### config.mk
export PLATFORM = sky130hd
export DESIGN_NAME = qsgmii_hsst_rx_rst_seq
export DESIGN_NICKNAME = d
export VERILOG_FILES = /design/src/rtl/qsgmii_hsst_rx_rst_seq.sv
export SDC_FILE = /design/constraint.sdc
export NUM_CORES = 1
export LEC_CHECK = 0
export CORE_MARGIN = 1
export CORE_UTILIZATION = 58
export CTS_BUF_LIST = sky130_fd_sc_hd__clkbuf_8
export CTS_CLUSTER_SIZE = 14
export DETAILED_ROUTE_END_ITERATION = 10
export PLACE_DENSITY = 0.9
export SYNTH_ARGS = -nofsm -noshare
export SYNTH_HDL_FRONTEND = slang
export SYNTH_SLANG_ARGS = --single-unit
### constraint.sdc
create_clock -name clk -period 2.68 [get_ports clk]
set_input_delay 0.536 -clock clk [delete_from_list [all_inputs] [get_ports clk]]
set_output_delay 0.536 -clock clk [all_outputs]
set_load 0.005 [all_outputs]
### src/rtl/qsgmii_hsst_rx_rst_seq.sv
// qsgmii_hsst_rx_rst_seq
// RX-lane reset sequencer for the HSST receiver. Walks the lane through
// power-up, PMA reset, CDR acquisition, PCS reset and word alignment, and
// re-enters the sequence whenever PLL lock, signal detect, CDR lock or
// alignment is lost. Timeouts in the CDR and alignment phases are counted
// in a saturating retry counter for debug.
//
// All lane controls are registered and decoded from the next state, so the
// outputs always describe the state currently held in the state register.
// Inputs are expected to be debounced and synchronous to clk already.
module qsgmii_hsst_rx_rst_seq #(
  parameter int unsigned           CNTR_WIDTH    = 16,
  parameter logic [CNTR_WIDTH-1:0] PMA_RST_HOLD  = 16'd64,
  parameter logic [CNTR_WIDTH-1:0] CDR_TIMEOUT   = 16'd8192,
  parameter logic [CNTR_WIDTH-1:0] PCS_RST_HOLD  = 16'd32,
  parameter logic [CNTR_WIDTH-1:0] ALIGN_TIMEOUT = 16'd4096,
  parameter int unsigned           RETRY_WIDTH   = 4
) (
  input  logic                   clk,
  input  logic                   rst_n,
  input  logic                   pll_lock_deb,
  input  logic                   sigdet_deb,
  input  logic                   cdr_lock_deb,
  input  logic                   word_align_ok,
  output logic                   rx_lane_pd,
  output logic                   rx_pma_rst,
  output logic                   rx_pcs_rst,
  output logic                   rx_rst_done,
  output logic [2:0]             fsm_state,
  output logic [RETRY_WIDTH-1:0] retry_cnt
);

  // Sequencer states; codes 6 and 7 are unused and recover to IDLE.
  typedef enum logic [2:0] {
    ST_IDLE       = 3'd0,
    ST_PMA_RST    = 3'd1,
    ST_WAIT_CDR   = 3'd2,
    ST_PCS_RST    = 3'd3,
    ST_WAIT_ALIGN = 3'd4,
    ST_DONE       = 3'd5
  } state_t;

  // Last timer value of each timed phase: a phase lasting N cycles leaves
  // when the timer (cleared on entry) reads N-1.
  localparam logic [CNTR_WIDTH-1:0] PMA_LAST   = PMA_RST_HOLD  - CNTR_WIDTH'(1);
  localparam logic [CNTR_WIDTH-1:0] CDR_LAST   = CDR_TIMEOUT   - CNTR_WIDTH'(1);
  localparam logic [CNTR_WIDTH-1:0] PCS_LAST   = PCS_RST_HOLD  - CNTR_WIDTH'(1);
  localparam logic [CNTR_WIDTH-1:0] ALIGN_LAST = ALIGN_TIMEOUT - CNTR_WIDTH'(1);

  state_t                  state_q;
  state_t                  state_d;
  logic [CNTR_WIDTH-1:0]   timer_q;
  logic [RETRY_WIDTH-1:0]  retry_q;
  logic                    retry_inc;
  logic                    lane_ok;

  // Lane-level decoded controls for the next state.
  logic                    pd_d;
  logic                    pma_d;
  logic                    pcs_d;
  logic                    done_d;

  assign lane_ok = sigdet_deb & cdr_lock_deb;

  // Next-state selection; loss of PLL lock overrides every other condition.
  always_comb begin
    state_d   = state_q;
    retry_inc = 1'b0;
    if (!pll_lock_deb) begin
      state_d = ST_IDLE;
    end else begin
      case (state_q)
        ST_IDLE: begin
          state_d = ST_PMA_RST;
        end
        ST_PMA_RST: begin
          if (timer_q == PMA_LAST) begin
            state_d = ST_WAIT_CDR;
          end
        end
        ST_WAIT_CDR: begin
          // Lock is checked before the timeout so a simultaneous lock wins
          // and does not count as a retry.
          if (lane_ok) begin
            state_d = ST_PCS_RST;
          end else if (timer_q == CDR_LAST) begin
            state_d   = ST_PMA_RST;
            retry_inc = 1'b1;
          end
        end
        ST_PCS_RST: begin
          if (timer_q == PCS_LAST) begin
            state_d = ST_WAIT_ALIGN;
          end
        end
        ST_WAIT_ALIGN: begin
          if (!lane_ok) begin
            state_d = ST_PMA_RST;
          end else if (word_align_ok) begin
            state_d = ST_DONE;
          end else if (timer_q == ALIGN_LAST) begin
            state_d   = ST_PCS_RST;
            retry_inc = 1'b1;
          end
        end
        ST_DONE: begin
          // Loss exits restart a phase but are not timeouts, so no retry.
          if (!lane_ok) begin
            state_d = ST_PMA_RST;
          end else if (!word_align_ok) begin
            state_d = ST_PCS_RST;
          end
        end
        default: begin
          state_d = ST_IDLE;
        end
      endcase
    end
  end

  // Moore decode of the lane controls for the state about to be entered.
  always_comb begin
    pd_d   = 1'b1;
    pma_d  = 1'b1;
    pcs_d  = 1'b1;
    done_d = 1'b0;
    case (state_d)
      ST_PMA_RST: begin
        pd_d = 1'b0;
      end
      ST_WAIT_CDR, ST_PCS_RST: begin
        pd_d  = 1'b0;
        pma_d = 1'b0;
      end
      ST_WAIT_ALIGN: begin
        pd_d  = 1'b0;
        pma_d = 1'b0;
        pcs_d = 1'b0;
      end
      ST_DONE: begin
        pd_d   = 1'b0;
        pma_d  = 1'b0;
        pcs_d  = 1'b0;
        done_d = 1'b1;
      end
      default: begin
        pd_d   = 1'b1;
        pma_d  = 1'b1;
        pcs_d  = 1'b1;
        done_d = 1'b0;
      end
    endcase
  end

  // State, shared phase timer, retry counter and registered lane controls.
  always_ff @(posedge clk or negedge rst_n) begin
    if (!rst_n) begin
      state_q     <= ST_IDLE;
      timer_q     <= '0;
      retry_q     <= '0;
      rx_lane_pd  <= 1'b1;
      rx_pma_rst  <= 1'b1;
      rx_pcs_rst  <= 1'b1;
      rx_rst_done <= 1'b0;
    end else begin
      state_q <= state_d;

      // Each phase times itself from zero; the timer parks at all-ones.
      if (state_d != state_q) begin
        timer_q <= '0;
      end else if (timer_q != '1) begin
        timer_q <= timer_q + CNTR_WIDTH'(1);
      end

      // Returning to IDLE starts a fresh bring-up, so the history is dropped.
      if (state_d == ST_IDLE) begin
        retry_q <= '0;
      end else if (retry_inc && (retry_q != '1)) begin
        retry_q <= retry_q + RETRY_WIDTH'(1);
      end

      rx_lane_pd  <= pd_d;
      rx_pma_rst  <= pma_d;
      rx_pcs_rst  <= pcs_d;
      rx_rst_done <= done_d;
    end
  end

  assign fsm_state = state_q;
  assign retry_cnt = retry_q;

endmodule

==> results of run 1 <==
## cells in the mapped netlist, types with 2 or more instances
cell type | n | area share
xnor2_1 | 7 | 0.039
nor3_1 | 9 | 0.029
inv_1 | 2 | 0.0048
a21o_1 | 2 | 0.0095
ha_1 | 2 | 0.016
xor2_1 | 7 | 0.039
a21oi_1 | 4 | 0.013
or4_4 | 2 | 0.014
or4b_2 | 3 | 0.019
o21ai_0 | 3 | 0.0095
nand3_1 | 8 | 0.025
dfrtp_1 | 24 | 0.38
buf_6 | 2 | 0.014
or2b_1 | 3 | 0.014
nand4_1 | 6 | 0.024
nor2_1 | 31 | 0.074
nand2_1 | 16 | 0.038
nor4_1 | 4 | 0.016
a31oi_1 | 3 | 0.012
o21bai_1 | 2 | 0.0095
dfstp_2 | 3 | 0.050
## how the worst min path moves through the flow
stage                                          end  cells past startpoint  slack [ns]                startpoint
after detailed placement    timer_q[1]$_DFFE_PN0P_                      2        0.58    timer_q[1]$_DFFE_PN0P_
after floorplan             fsm_state[0]$_DFF_PN0_                      0        0.24                     rst_n
after CTS                   timer_q[1]$_DFFE_PN0P_                      2        0.60    timer_q[1]$_DFFE_PN0P_
after global routing        timer_q[1]$_DFFE_PN0P_                      2        0.62    timer_q[1]$_DFFE_PN0P_
after global placement    retry_cnt[3]$_DFFE_PN0P_                      2        0.56  retry_cnt[3]$_DFFE_PN0P_
final                       timer_q[1]$_DFFE_PN0P_                      2        0.61    timer_q[1]$_DFFE_PN0P_
## cell families after synthesis
kind of cell               after synthesis  share of synthesized area
buffers and inverters                    6                     0.0302
muxes                                    1                    0.00636
adders and majority gates                2                     0.0159
and+or+nand+nor                         92                      0.321
AOI/OAI and AO/OA                       26                      0.117
DFF                                     27                      0.432
xor gates and xnor gates                14                     0.0780
## cell type report
type                    instances  area [um^2]
inverters                       3         11.3
clock inverters                 1         5.00
clock buffers                   3         41.3
well taps                      30         37.5
multi-input cells             135          846
flip-flops and latches         27          679
repair buffers                 25          228
fillers                       191          674
## worst reg2reg max path, cell delays in order, from the launching register on
cell and delay (ns):
dfrtp_1 0.46, or4_4 0.62, nor4_2 0.49, nor2_1 0.15
o32ai_1 0.24, a2111o_2 0.33, nor3_1 0.11
## report_power, final
| part | total [mW] | internal, mW | switching (mW) |
|---|---|---|---|
| registers | 0.429 | 0.417 | 0.0114 |
| clock network | 0.228 | 0.104 | 0.124 |
| logic | 0.0620 | 0.0273 | 0.0346 |
## layer usage
layer,routed length [um],global-route usage,vias up
met4,55,0.0983,0
met1,1480,0.304,665
li1,-,-,660
met5,0,0,-
met2,1700,0.461,45
met3,123,0.0339,7
## state kept, by name (all words and copies together) (netlist names)
register,count
rx_lane_pd,1
timer_q,16
rx_pma_rst,1
rx_rst_done,1
rx_pcs_rst,1
fsm_state,3
retry_cnt,4
## cells in the final DEF (no fill, tap or decap), drive strengths merged, types with 5 or more instances in the layout
cell           netlist  final
a21oi                5      5
buf                  2      9
clkdlybuf4s50        0     16
dfrtp               24     24
nand2               16     16
nand3                8      8
nand4                6      6
nor2                32     32
nor3                10     10
nor4                 6      6
xnor2                7      7
xor2                 7      7
## through the flow
| step | total power, mW | util | cells |
|---|---|---|---|
| after floorplan | 0.468 | - | 168 |
| after global placement | 0.495 | 0.714 | 220 |
| after detailed placement | 0.499 | 0.714 | 220 |
| after CTS | 0.725 | 0.733 | 224 |
| after global routing | 0.745 | 0.733 | 224 |
| final | 0.719 | 0.733 | 224 |
==> metrics.yaml, run 1 <==
reg2reg_from: "timer_q[12]$_DFFE_PN0P_"
diodes: 0
cp_data_arrival_time_ns: 2.68
yosysWarnings: 0
end_kind: "flip-flop"
worstMarginPinSlew_ns: 0.653
synthFlopType: "dfrtp_1"
drive_gt1_frac: 0.160
grt_max_degree: 28
crit_chain: "or4_4 > nor4_2 > nor2_1 > o32ai_1 > a2111o_2 > nor3_1"
drtIter0Drc: 45
final.setup.tns_ns: 0
dpl_cell_area_mm2: 0.00180
ir_drop_uv: 367
grt_pass1_wl_um: 5210
pin_count: 17
drcViolationCount: 0
crit_cells: 6
syn_to_final_growth_pct: 17.5
grtUsageTotal: 0.255
pre_cts_slack_ns: 0.0812
synth_cell_types: 46
viasPerCell: 6.15
setup_viol: 0
core-area_mm2: 0.00252
min_period_ns: 2.53
portBuffers: 16
synth_edf_count: 0
fin_crit_sh: 0.943
drt-wirelength-per-cell_um: 15.0
p_leak_nw: 0.741
startpoint: "timer_q[12]$_DFFE_PN0P_"
critPathKind: "flip-flop to flip-flop"
finalWeightedCongestion: 0.842
slew_viol_final: 0
r2r_setup_slack_ns: 0.15
finClkSkew_ns: 0.00491
max_clock_freq_mhz: 396
reg2reg_depth: 6
status: "finished clean"
antenna_found_initial: 0
powerDensity_mw_per_mm2: 389
worst-path-buf-inv: 0
cp-start-kind: "flip-flop"
cts_setup_buffers: 0
path_delay_family: "simple AND/OR/NAND/NOR gates"
rsz0062_at_grt: "no"
holdWs_ns: 0.607
dr.pass1.iters: 5
path_clk_slew_ns: 0.09
crit_slowest_cell: "or4_4"
wirelength_um: 3370
hold_viol: 0
crit_required_ns: 2.83
critical-path-max-stage-delay_ns: 0.62
rows: 18
nets: 203
async_flop_share: 1.00
overflow: 0
avgSynthCellArea_um2: 9.36
start_util: 0.624
syn_nets: 176
numCtsBuffers: 3
root_buffer: "clkbuf_8"
ys_seq_elements: 27
die_area_mm2: 0.00292
stdcell_area_mm2: 0.00185
insertion_delay_ns: 0.27
layout_setup_ws_ns: 0.152
cp_max_fo: 16
synth.cell_area_mm2: 0.00157
yosysSeqAreaShare: 0.432
hp-class: "flip-flop to flip-flop"
cts.sinks: 27
drv_cap: 0
htreeDepth: 1
r2r_end: "timer_q[12]$_DFFE_PN0P_"
cts_tree: "done"
synthCells: 168
hpwl_um: 2480
ant_nets: 0
hold_buffers: 0
die_h_um: 54.1
die_x_um: 54.1
endpoint: "timer_q[12]$_DFFE_PN0P_"
vias: 1377
cts.repair.resized: 0
grt_pass1_vias: 1225
cts_buffer_depth: 2
slew_headroom: 0.559
Note: power is estimated with default switching activity, not from simulation.
==> run 2, diff against run 1 <==
--- a/config.mk
+++ b/config.mk
@@ -11,6 +11,7 @@
 export CTS_CLUSTER_SIZE = 14
 export DETAILED_ROUTE_END_ITERATION = 10
 export PLACE_DENSITY = 0.9
+export SKIP_LAST_GASP = 1
 export SYNTH_ARGS = -nofsm -noshare
 export SYNTH_HDL_FRONTEND = slang
 export SYNTH_SLANG_ARGS = --single-unit
==> results of run 2 <==
The final DEF is identical to that of run 1; final timing and power are the same.
